**src/rtl/seq_restoring_divider.sv**
```systemverilog
// Sequential unsigned restoring divider: one quotient bit per clock.
// A WIDTH+1-bit trial subtraction decides each bit; a negative trial
// result keeps the shifted partial remainder, which is the "restore" step.
//
// Handshake: start is accepted on a rising edge whenever the block is not
// in RUN (IDLE or DONE), so a new operation can follow DONE with no idle
// cycle. done is high for exactly the one cycle spent in DONE. There is no
// backpressure: the result registers hold their value until the next
// result is written, so a consumer may read them at any later time.
module seq_restoring_divider #(
  parameter int WIDTH = 8
) (
  input  logic             clk,
  input  logic             rst_n,
  input  logic             start,
  input  logic [WIDTH-1:0] dividend,
  input  logic [WIDTH-1:0] divisor,
  output logic             busy,
  output logic             done,
  output logic [WIDTH-1:0] quotient,
  output logic [WIDTH-1:0] remainder,
  output logic             div_by_zero
);

  localparam int CW = $clog2(WIDTH + 1);

  typedef enum logic [1:0] {
    IDLE = 2'd0,
    RUN  = 2'd1,
    DONE = 2'd2
  } state_t;

  state_t state;
  state_t state_next;

  // Partial remainder stays below the divisor, so WIDTH bits hold it; the
  // extra bit only exists in the shifted value fed to the subtractor.
  logic [WIDTH-1:0] r;
  logic [WIDTH-1:0] q;
  logic [WIDTH-1:0] d;
  logic [CW-1:0]    count;

  logic [WIDTH:0]   r_shift;
  logic [WIDTH:0]   r_trial;
  logic [WIDTH-1:0] r_next;
  logic [WIDTH-1:0] q_next;
  logic             accept;
  logic             last_iter;

  // One shift/trial-subtract/restore step and the start acceptance decode.
  always_comb begin
    accept    = start && (state != RUN);
    last_iter = (count == CW'(WIDTH - 1));
    r_shift   = {r, q[WIDTH-1]};
    r_trial   = r_shift - {1'b0, d};
    r_next    = r_trial[WIDTH] ? r_shift[WIDTH-1:0] : r_trial[WIDTH-1:0];
    q_next    = {q[WIDTH-2:0], ~r_trial[WIDTH]};
  end

  // State register.
  always_ff @(posedge clk or negedge rst_n) begin
    if (!rst_n) begin
      state <= IDLE;
    end else begin
      state <= state_next;
    end
  end

  // Next-state logic; a zero divisor skips RUN entirely.
  always_comb begin
    state_next = state;
    case (state)
      IDLE: begin
        if (accept) begin
          state_next = (divisor == '0) ? DONE : RUN;
        end
      end
      RUN: begin
        if (last_iter) begin
          state_next = DONE;
        end
      end
      DONE: begin
        if (accept) begin
          state_next = (divisor == '0) ? DONE : RUN;
        end else begin
          state_next = IDLE;
        end
      end
      default: state_next = IDLE;
    endcase
  end

  // Status outputs decode directly from the state register.
  always_comb begin
    busy = (state == RUN);
    done = (state == DONE);
  end

  // Operand capture, iteration registers and result registers.
  always_ff @(posedge clk or negedge rst_n) begin
    if (!rst_n) begin
      r           <= '0;
      q           <= '0;
      d           <= '0;
      count       <= '0;
      quotient    <= '0;
      remainder   <= '0;
      div_by_zero <= 1'b0;
    end else if (accept) begin
      r     <= '0;
      q     <= dividend;
      d     <= divisor;
      count <= '0;
      if (divisor == '0) begin
        quotient    <= '1;
        remainder   <= dividend;
        div_by_zero <= 1'b1;
      end
    end else if (state == RUN) begin
      r     <= r_next;
      q     <= q_next;
      count <= count + CW'(1);
      if (last_iter) begin
        quotient    <= q_next;
        remainder   <= r_next;
        div_by_zero <= 1'b0;
      end
    end
  end

endmodule

```
**config.mk**
```make
export PLATFORM = sky130hd
export DESIGN_NAME = seq_restoring_divider
export DESIGN_NICKNAME = d
export VERILOG_FILES = /design/src/rtl/seq_restoring_divider.sv
export SDC_FILE = /design/constraint.sdc
export NUM_CORES = 1
export LEC_CHECK = 0
export CORE_ASPECT_RATIO = 2
export CORE_UTILIZATION = 41
export CTS_CLUSTER_SIZE = 8
export DETAILED_ROUTE_END_ITERATION = 12
export DONT_BUFFER_PORTS = 1
export PLACE_DENSITY_LB_ADDON = 0.2
export SLEW_MARGIN = 30
export SYNTH_ARGS = -nofsm -noshare
export SYNTH_HDL_FRONTEND = slang
export SYNTH_SLANG_ARGS = --single-unit
```
**constraint.sdc**
```tcl
create_clock -name clk -period 2.6 [get_ports clk]
set_input_delay 0.26 -clock clk [delete_from_list [all_inputs] [get_ports clk]]
set_output_delay 0.26 -clock clk [all_outputs]
set_load 0.01 [all_outputs]
```
# Yosys cells after proc, flatten, opt, wreduce, memory -nomap -nowiden
# Cells that the tools add are included.
# totals
in_bits	19
ff_bits	47
word_cells	49
out_inout_bits	19
# classes
addsub	2
n_reduce_logical	7
bitwise	1
eq_ne	7
mux	24
# op_table
operator	n
8-bit two-way mux	13
9-bit by 8-bit subtractor with 9-bit output	1
8-bit logical NOT	1
2-bit two-way mux	4
4-bit two-way mux	2
2-bit by 1-bit inequality test with 1-bit output (second input constant)	3
2-bit one-hot mux with 3 select lines	1
4-bit by 1-bit adder with 4-bit output (second input constant)	1
4-bit by 3-bit == test with 1-bit output (second input constant)	1
1-bit two-way mux	4
2-bit nonzero test	2
3-bit AND reduction	1
2-bit by 1-bit == test with 1-bit output (second input constant)	1
2-bit == test (second input constant)	1
2-bit logical NOT	1
2-bit inequality test (second input constant)	1
2-bit AND reduction	1
1-bit logical AND	1
1-bit inverter	1

# Logic depth before layout (Yosys ltp)
# logic_depth
ltp_word	5
mapped_depth	10
ltp_nobuf	9

# Worst setup path after synthesis
# Ideal clock, no wire load.
# synth_path
path_type	reg-to-reg
from	register q[7]
to	register remainder[2]
setup_time_ns	0.138
path_buffers	1
period_less_slack_ns	2.465
path_slack_ns	0.135
stages_incl_launch_ff	11
arrival_ns	2.327
t_required_ns	2.462
cell_sequence	dfrtp_1 inv_1 ha_1 inv_1 fa_1 a211oi_4 o211ai_1 a221oi_2 buf_6 mux2i_1 o221ai_2
# synth_between
elab_chain_cells	5
# synth_lines
item	line_no	rtl
from (decl)	39	logic [WIDTH-1:0] q;
from (signal assigned)	112	q <= dividend;
from (signal assigned)	122	q <= q_next;
9-bit by 8-bit subtractor with 9-bit output	55	r_trial = r_shift - {1'b0, d};
8-bit two-way mux	56	r_next = r_trial[WIDTH] ? r_shift[WIDTH-1:0] : r_trial[WIDTH-1:0];
8-bit two-way mux	124	if (last_iter) begin
8-bit two-way mux	120	end else if (state == RUN) begin
8-bit two-way mux	110	end else if (accept) begin
to (signal assigned)	117	remainder <= dividend;
to (signal assigned)	126	remainder <= r_next;
to (decl)	21	output logic [WIDTH-1:0] remainder,
# Every way passes these cells. The select of a mux whose other input is x is not followed.
# A chain may end at the register's enable or synchronous reset.

# Worst setup path after layout
# layout_path
from	register q[7]
to	register remainder[0]
# layout_between
elab_chain_cells	5
# layout_lines
item	line_no
9-bit by 8-bit subtractor with 9-bit output	55
8-bit two-way mux (*)	56
8-bit two-way mux (*)	124
8-bit two-way mux (*)	120
8-bit two-way mux (*)	110
# Mark *: on every way between the ends. The rest lies on a longest branch, timed or not. The select of a mux whose other input is x is not followed.

==> key figures <==
Critical path
  – Worst-path fanout max: 6
  – WP data arrival: 2.73 ns
  – Crit. End Element: flop
  – WS Path Type: reg -> reg
  – CP Data Required Time: 2.81 ns
  – CP Launch Type: flop
  – Reg2Reg Setup Slack: 0.08 ns

Yosys
  – Ys Warns: 0
  – Compound-Gate Fraction of Synth Area: 17.0%
  – #FFs+latches synth: 47
  – Synth area leader: dfrtp_1
  – EDFF count, synth: 0
  – Simple-gate share of the synthesized area: 15.5%
  – Largest family of logic cells by synthesized area: compound AO/OA/AOI/OAI gates
  – Sequential-to-total area share from yosys stat: 46.0%
  – Mapped Area: 2560 um^2
  – Mean Syn Cell Area: 9.87 um^2
  – Post-Synth XOR/XNOR Area: 2.06%
  – Async S/R FF share, synth: 100%
  – Mux share of post-synthesis cell area: 9.84%
  – Synth top area share: 46.0%
  – Post-Synth Adder-Cell Area: 5.19%
  – Syn nets: 288
  – Syn Inst Count: 259
  – Synth unique cells: 45
  – Most used DFF post-synth: dfrtp_1
  – Area contributors post-synth: dfrtp_1 (46%), nand2_1 (7.2%), mux2i_1 (5.9%), o21ai_0 (4.5%), ha_1 (4.4%)

Global routing
  – Vias in the first global route: 1973
  – Initial antenna violation count: 0
  – First-pass GRT wire length: 9830 um
  – Final global-route overflow total: 0
  – GRT Total Usage: 20.1%
  – Largest net degree at the start of global routing: 48

Routing
  – Via count: 1887
  – DRT Pass-1 Iters: 4
  – # DRC: 0
  – Vias/cell: 5.75
  – Wire length per cell: 18.5 um
  – Number of DRC markers in iteration 0: 43
  – Final ANT Viol Nets: 0
  – Detailed Route WL: 6070 um

Status
  – Status: finished clean

STA
  – Endpoints failing setup: 0
  – Worst slew pin tran: 0.659 ns
  – Final Max Tran Viols: 0
  – Clock skew: 0.00515 ns
  – Crit share post-route: 97.0%
  – TNS Setup: 0 ns
  – Post-layout minimum cycle time: 2.52 ns
  – Final Hold Vio Count: 0
  – Fin worst setup slack: 0.0770 ns
  – RSZ-0062 raised after global routing: yes
  – Peak Freq: 0.396 GHz
  – Rel. slew slack: 55.5%

Floorplanning
  – Die X: 57.8 um
  – Rows: 40
  – Die area: 6570 um^2
  – I/O Pins: 38
  – Core ar.: 6010 um^2
  – Initial Util: 42.6%
  – Die H: 114 um

Clocking
  – Root buffer cell: clkbuf_16
  – Total clock buffers created by CTS: 5
  – CTS tree: built
  – CTS Sinks: 47
  – Clk buf depth: 2
  – Clock input transition at the sequential cells of the worst setup and hold paths: 0.06 ns
  – H-tree depth: 2
  – Clock Latency Late Sink: 0.29 ns

Cells and area
  – Ant. Diodes: 0
  – Most frequent cells in the layout: nand2_1 (49), dfrtp_1 (47), o21ai_0 (22)
  – Syn-to-layout area delta: 12.8%
  – Layout cell share with drive strength beyond 1: 17.0%
  – Commonest non-fill, non-tap cell in the layout: nand2_1
  – Fin nets: 294
  – Final Core Density: 48.0%

Pwr
  – Cell leakage power: 1.27 nW
  – Pwr per Cell Area: 1550 nW/um^2
  – Total Power: 0.00447 W
  – Peak VDD IR: 717 uV

Hold path
  – Hold crit path type: in -> reg

Job
  – Max-cap violations: 0

Placement
  – IO Port Bufs: 0
  – GP Congestion: 0.812
  – Post-Place Worst Slack: 0.0311 ns
  – Hpwl dp: 4500 um
metrics by stage:
| step | area [um^2] | instances | hold slack [ns] |
|---|---|---|---|
| after CTS | 2820 | 324 | 0.0575 |
| after floorplan | 2560 | 259 | -0.0356 |
| after global placement | 2620 | 315 | -0.0344 |
| after detailed placement | 2620 | 315 | -0.0347 |
| after global routing | 2880 | 328 | 0.0550 |
| final | 2880 | 328 | 0.0595 |
flip-flops by register name (all words and copies together), names as in the netlist:
register and flops:
state 2, count 4, d 8, quotient 8
q 8, r 8, remainder 8, div_by_zero 1
path summary, 6_finish.rpt:
| kind | endpoint | startpoint | cells after the start |
|---|---|---|---|
| max reg2reg | remainder[0] | q[7] | 10 |
| min reg2reg | quotient[5] | q[4] | 2 |
| min in group asynchronous | remainder[3] | rst_n | 2 |
| min | count[2] | start | 1 |
| max in group asynchronous | d[7] | rst_n | 2 |
| max | remainder[0] | q[7] | 10 |
power breakdown:
group / internal [W] / switching [W]
combinational: 0.00106 / 0.00130
sequential: 0.00108 / 0.000316
clock: 0.000448 / 0.000257
timing repair:
item,CTS,global route
hold buffers,2,0
resized for setup,0,12
endpoints found under the hold margin,47,0
setup endpoints to repair,0,14
buffers inserted,0,3
cell families after synthesis:
group	count (synthesis)
AND/OR/NAND/NOR	86
AO/OA/AOI/OAI	59
flip-flops	47
buffers and inverters	27
multiplexers	24
adder cells (fa/ha/maj)	10
XOR/XNOR	6
routing by layer:
metal | GRT usage (%) | wire [um] | vias to the layer above
li1 | - | - | 924
met1 | 22.1 | 2210 | 920
met2 | 34.9 | 3410 | 31
met3 | 4.99 | 239 | 12
met4 | 9.84 | 214 | 0
met5 | 0 | 0 | -
worst max-delay path, cell delays in order (launching register included):
cell,delay (ns)
dfrtp_1,0.39
inv_2,0.09
ha_4,0.13
inv_2,0.04
fa_2,0.38
a211oi_4,0.27
o211ai_1,0.12
a221oi_2,0.35
buf_6,0.19
mux2_4,0.32
o221ai_2,0.17
Yosys cell counts (3+ instances only):
cell type	number
nand2_1	49
dfrtp_1	47
o21ai_0	23
mux2i_1	15
inv_1	14
nand3_1	11
nor2_1	10
ha_1	9
mux2_2	9
clkbuf_1	8
a21oi_1	6
o21ai_1	5
xor2_1	5
o221ai_2	4
buf_2	3
nand2b_1	3
nor3_1	3
o221ai_1	3
cell type report:
| cell class | instances | area (um^2) |
|---|---|---|
| clock buffer | 6 | 129 |
| clock inverter | 1 | 30.0 |
| sequential | 47 | 1180 |
| tap | 63 | 78.8 |
| multi-input combinational | 185 | 1300 |
| fill | 594 | 3120 |
| inverter | 14 | 52.6 |
| timing repair buffer | 12 | 116 |
No activity file was read; power rests on OpenSTA's default activity.
==> edit, RTL diff (same settings) <==
Make the reset (`rst_n`) synchronous in 2 clocked blocks.
--- a/src/rtl/seq_restoring_divider.sv
+++ b/src/rtl/seq_restoring_divider.sv
@@ -59,5 +59,5 @@
 
   // State register.
-  always_ff @(posedge clk or negedge rst_n) begin
+  always_ff @(posedge clk) begin
     if (!rst_n) begin
       state <= IDLE;
@@ -99,5 +99,5 @@
 
   // Operand capture, iteration registers and result registers.
-  always_ff @(posedge clk or negedge rst_n) begin
+  always_ff @(posedge clk) begin
     if (!rst_n) begin
       r           <= '0;
Behaviour: differs if rst_n is asserted again (counterexample within 4 cycles, from zero or initial values and one cycle with rst_n low); with rst_n held inactive, the same outputs for 10 cycles.
==> edit against the original RTL <==
  * The run now ends with DRC left
  * First-iteration DRC count increased by 86%
  * Setup slack better by 0.084 ns
  * Wire length is 0.40% lower
  * Critical path type unchanged
  * Sequential cell count unchanged
  * Synthesized area decreased by 3.0%
  * Design area decreased by 6.6%
  * Synthesized cell count rose by 12%
  * Critical endpoint is now r[4]
Power is not compared: it rests on default switching activity, and its combinational part moved more than twofold at a synthesized area within 25%.
==> edit: results (changes against the original RTL) <==
STATUS='complete, but fails checks'  # was complete, no violations
VIOLATIONS='DRC'
YOSYSSEQAREASHARE_PCT=37.94  # was 46.01%
POST_ROUTE_CELLS_DRIVE_ABOVE_1_SHARE_PCT=10.45  # was 16.98%
PLACEDCELLCOUNT=339  # was 315
FINAL_CELL_COUNT_NO_FILL=348  # was 328
FILLER_CELL_COUNT=585  # was 594
GRT_START_MAX_NET_PINS=42  # was 48
SYNTH-ASYNC-RESET-RATIO_PCT=0  # was 100.0%
NUMBER_OF_DISTINCT_LIBRARY_CELLS_AFTER_SYNTHESIS=46  # was 45
SYN_NETS=319  # was 288
POST-DP-HPWL_UM=4636  # was 4503 um
ROUTED_WIRE_LENGTH_UM=6047  # was 6071 um
PLACEMENT.CELL_AREA_UM2=2532  # was 2620 um2
GRT_FIRST_PASS_WIRELENGTH_UM=10070  # was 9832 um
FIRST_ITER_VIOLATIONS=80  # was 43
VIA_COUNT_OF_THE_FIRST_GLOBAL_ROUTING_PASS=2111  # was 1973
FINALWEIGHTEDCONGESTION=0.9072  # was 0.8121
CRIT_FANOUT=9  # was 6
CLOCK_SKEW_NS=0.003482  # was 0.005146 ns
DRTPASS1ITERATIONS=8  # was 4
SYNTHCELLS=290  # was 259
GROUTE.USAGE.OVERALL_PCT=20.85  # was 20.06%
DRC_ERRORS=7  # was 0
YOSYS-TOP-CELLS-COUNT='47 x sky130_fd_sc_hd__dfxtp_1, 38 x sky130_fd_sc_hd__nand2_1, 22 x sky130_fd_sc_hd__o21ai_0'  # was 49 x sky130_fd_sc_hd__nand2_1, 47 x sky130_fd_sc_hd__dfrtp_1, 23 x sky130_fd_sc_hd__o21ai_0
WORST_EP_ARRIVAL_TIME_NS=2.60  # was 2.73 ns
YOSYS-TOP-CELLS-AREA='sky130_fd_sc_hd__dfxtp_1 38%, sky130_fd_sc_hd__nand2_1 5.8%, sky130_fd_sc_hd__ha_1 4.5%, sky130_fd_sc_hd__o21ai_0 4.4%, sky130_fd_sc_hd__o221a_2 3.6%'  # was sky130_fd_sc_hd__dfrtp_1 46%, sky130_fd_sc_hd__nand2_1 7.2%, sky130_fd_sc_hd__mux2i_1 5.9%, sky130_fd_sc_hd__o21ai_0 4.5%, sky130_fd_sc_hd__ha_1 4.4%
## edit: area by class of cell
| type | count | area share, % |
|---|---|---|
| repair buffers | 8 | 2.694 |
| well taps | 61 | 2.833 |
| multi-input cells | 209 | 52.21 |
| clock inverters | 2 | 0.4645 |
| inverters | 15 | 2.090 |
| clock buffers | 6 | 4.784 |
| flip-flops and latches | 47 | 34.93 |
## edit: critical path, cell delays in order (launching register included)
cell and delay (ns):
sky130_fd_sc_hd__dfxtp_1 0.37, sky130_fd_sc_hd__inv_1 0.08, sky130_fd_sc_hd__ha_1 0.23, sky130_fd_sc_hd__fa_1 0.40, sky130_fd_sc_hd__nand2b_1 0.21, sky130_fd_sc_hd__a21oi_4 0.20
sky130_fd_sc_hd__o21ai_4 0.12, sky130_fd_sc_hd__xnor2_4 0.19, sky130_fd_sc_hd__buf_12 0.15, sky130_fd_sc_hd__mux2i_1 0.24, sky130_fd_sc_hd__a211oi_1 0.10
## edit: per-layer routing
metal | part of all wire, % | vias up | track usage (%)
met3 | 3.0 | 21 | 3.949
met5 | 0 | - | 0
li1 | - | 1025 | -
met2 | 55 | 42 | 37.73
met1 | 37 | 955 | 20.29
met4 | 5.4 | 0 | 14.80
## edit: report_power, final
part           total [mW]  internal [mW]  switching [mW]  leakage [nW]
sequential          0.782          0.751          0.0305         0.383
clock               0.627          0.355           0.272        0.0669
combinational       0.435          0.201           0.234         0.603
total                1.84           1.31           0.537          1.05
## edit: repair_timing
| item | 4_1_cts | 5_1_grt |
|---|---|---|
| hold buffers | 0 | 0 |
| endpoints found under the setup margin | 0 | 5 |
| setup buffers | 0 | 1 |
| hold endpoints to repair | 0 | 0 |
## edit: path summary, 6_finish.rpt
check | startpoint | end | slack (ns) | cells after the start
max | q[7] | r[4] | 0.16 | 10
min | rst_n | state[1] | 0.09 | 1
max reg2reg | q[7] | r[4] | 0.16 | 10
min reg2reg | d[6] | d[6] | 0.46 | 2
## edit: cell families after synthesis
logic type	after synthesis	share of synthesized area, %
multiplexers	8	3.229
flip-flops	47	37.94
AND/OR/NAND/NOR	104	20.89
buffers and inverters	34	5.348
adder cells (fa/ha/maj)	10	5.348
XOR/XNOR	9	3.936
AO/OA/AOI/OAI	78	23.31
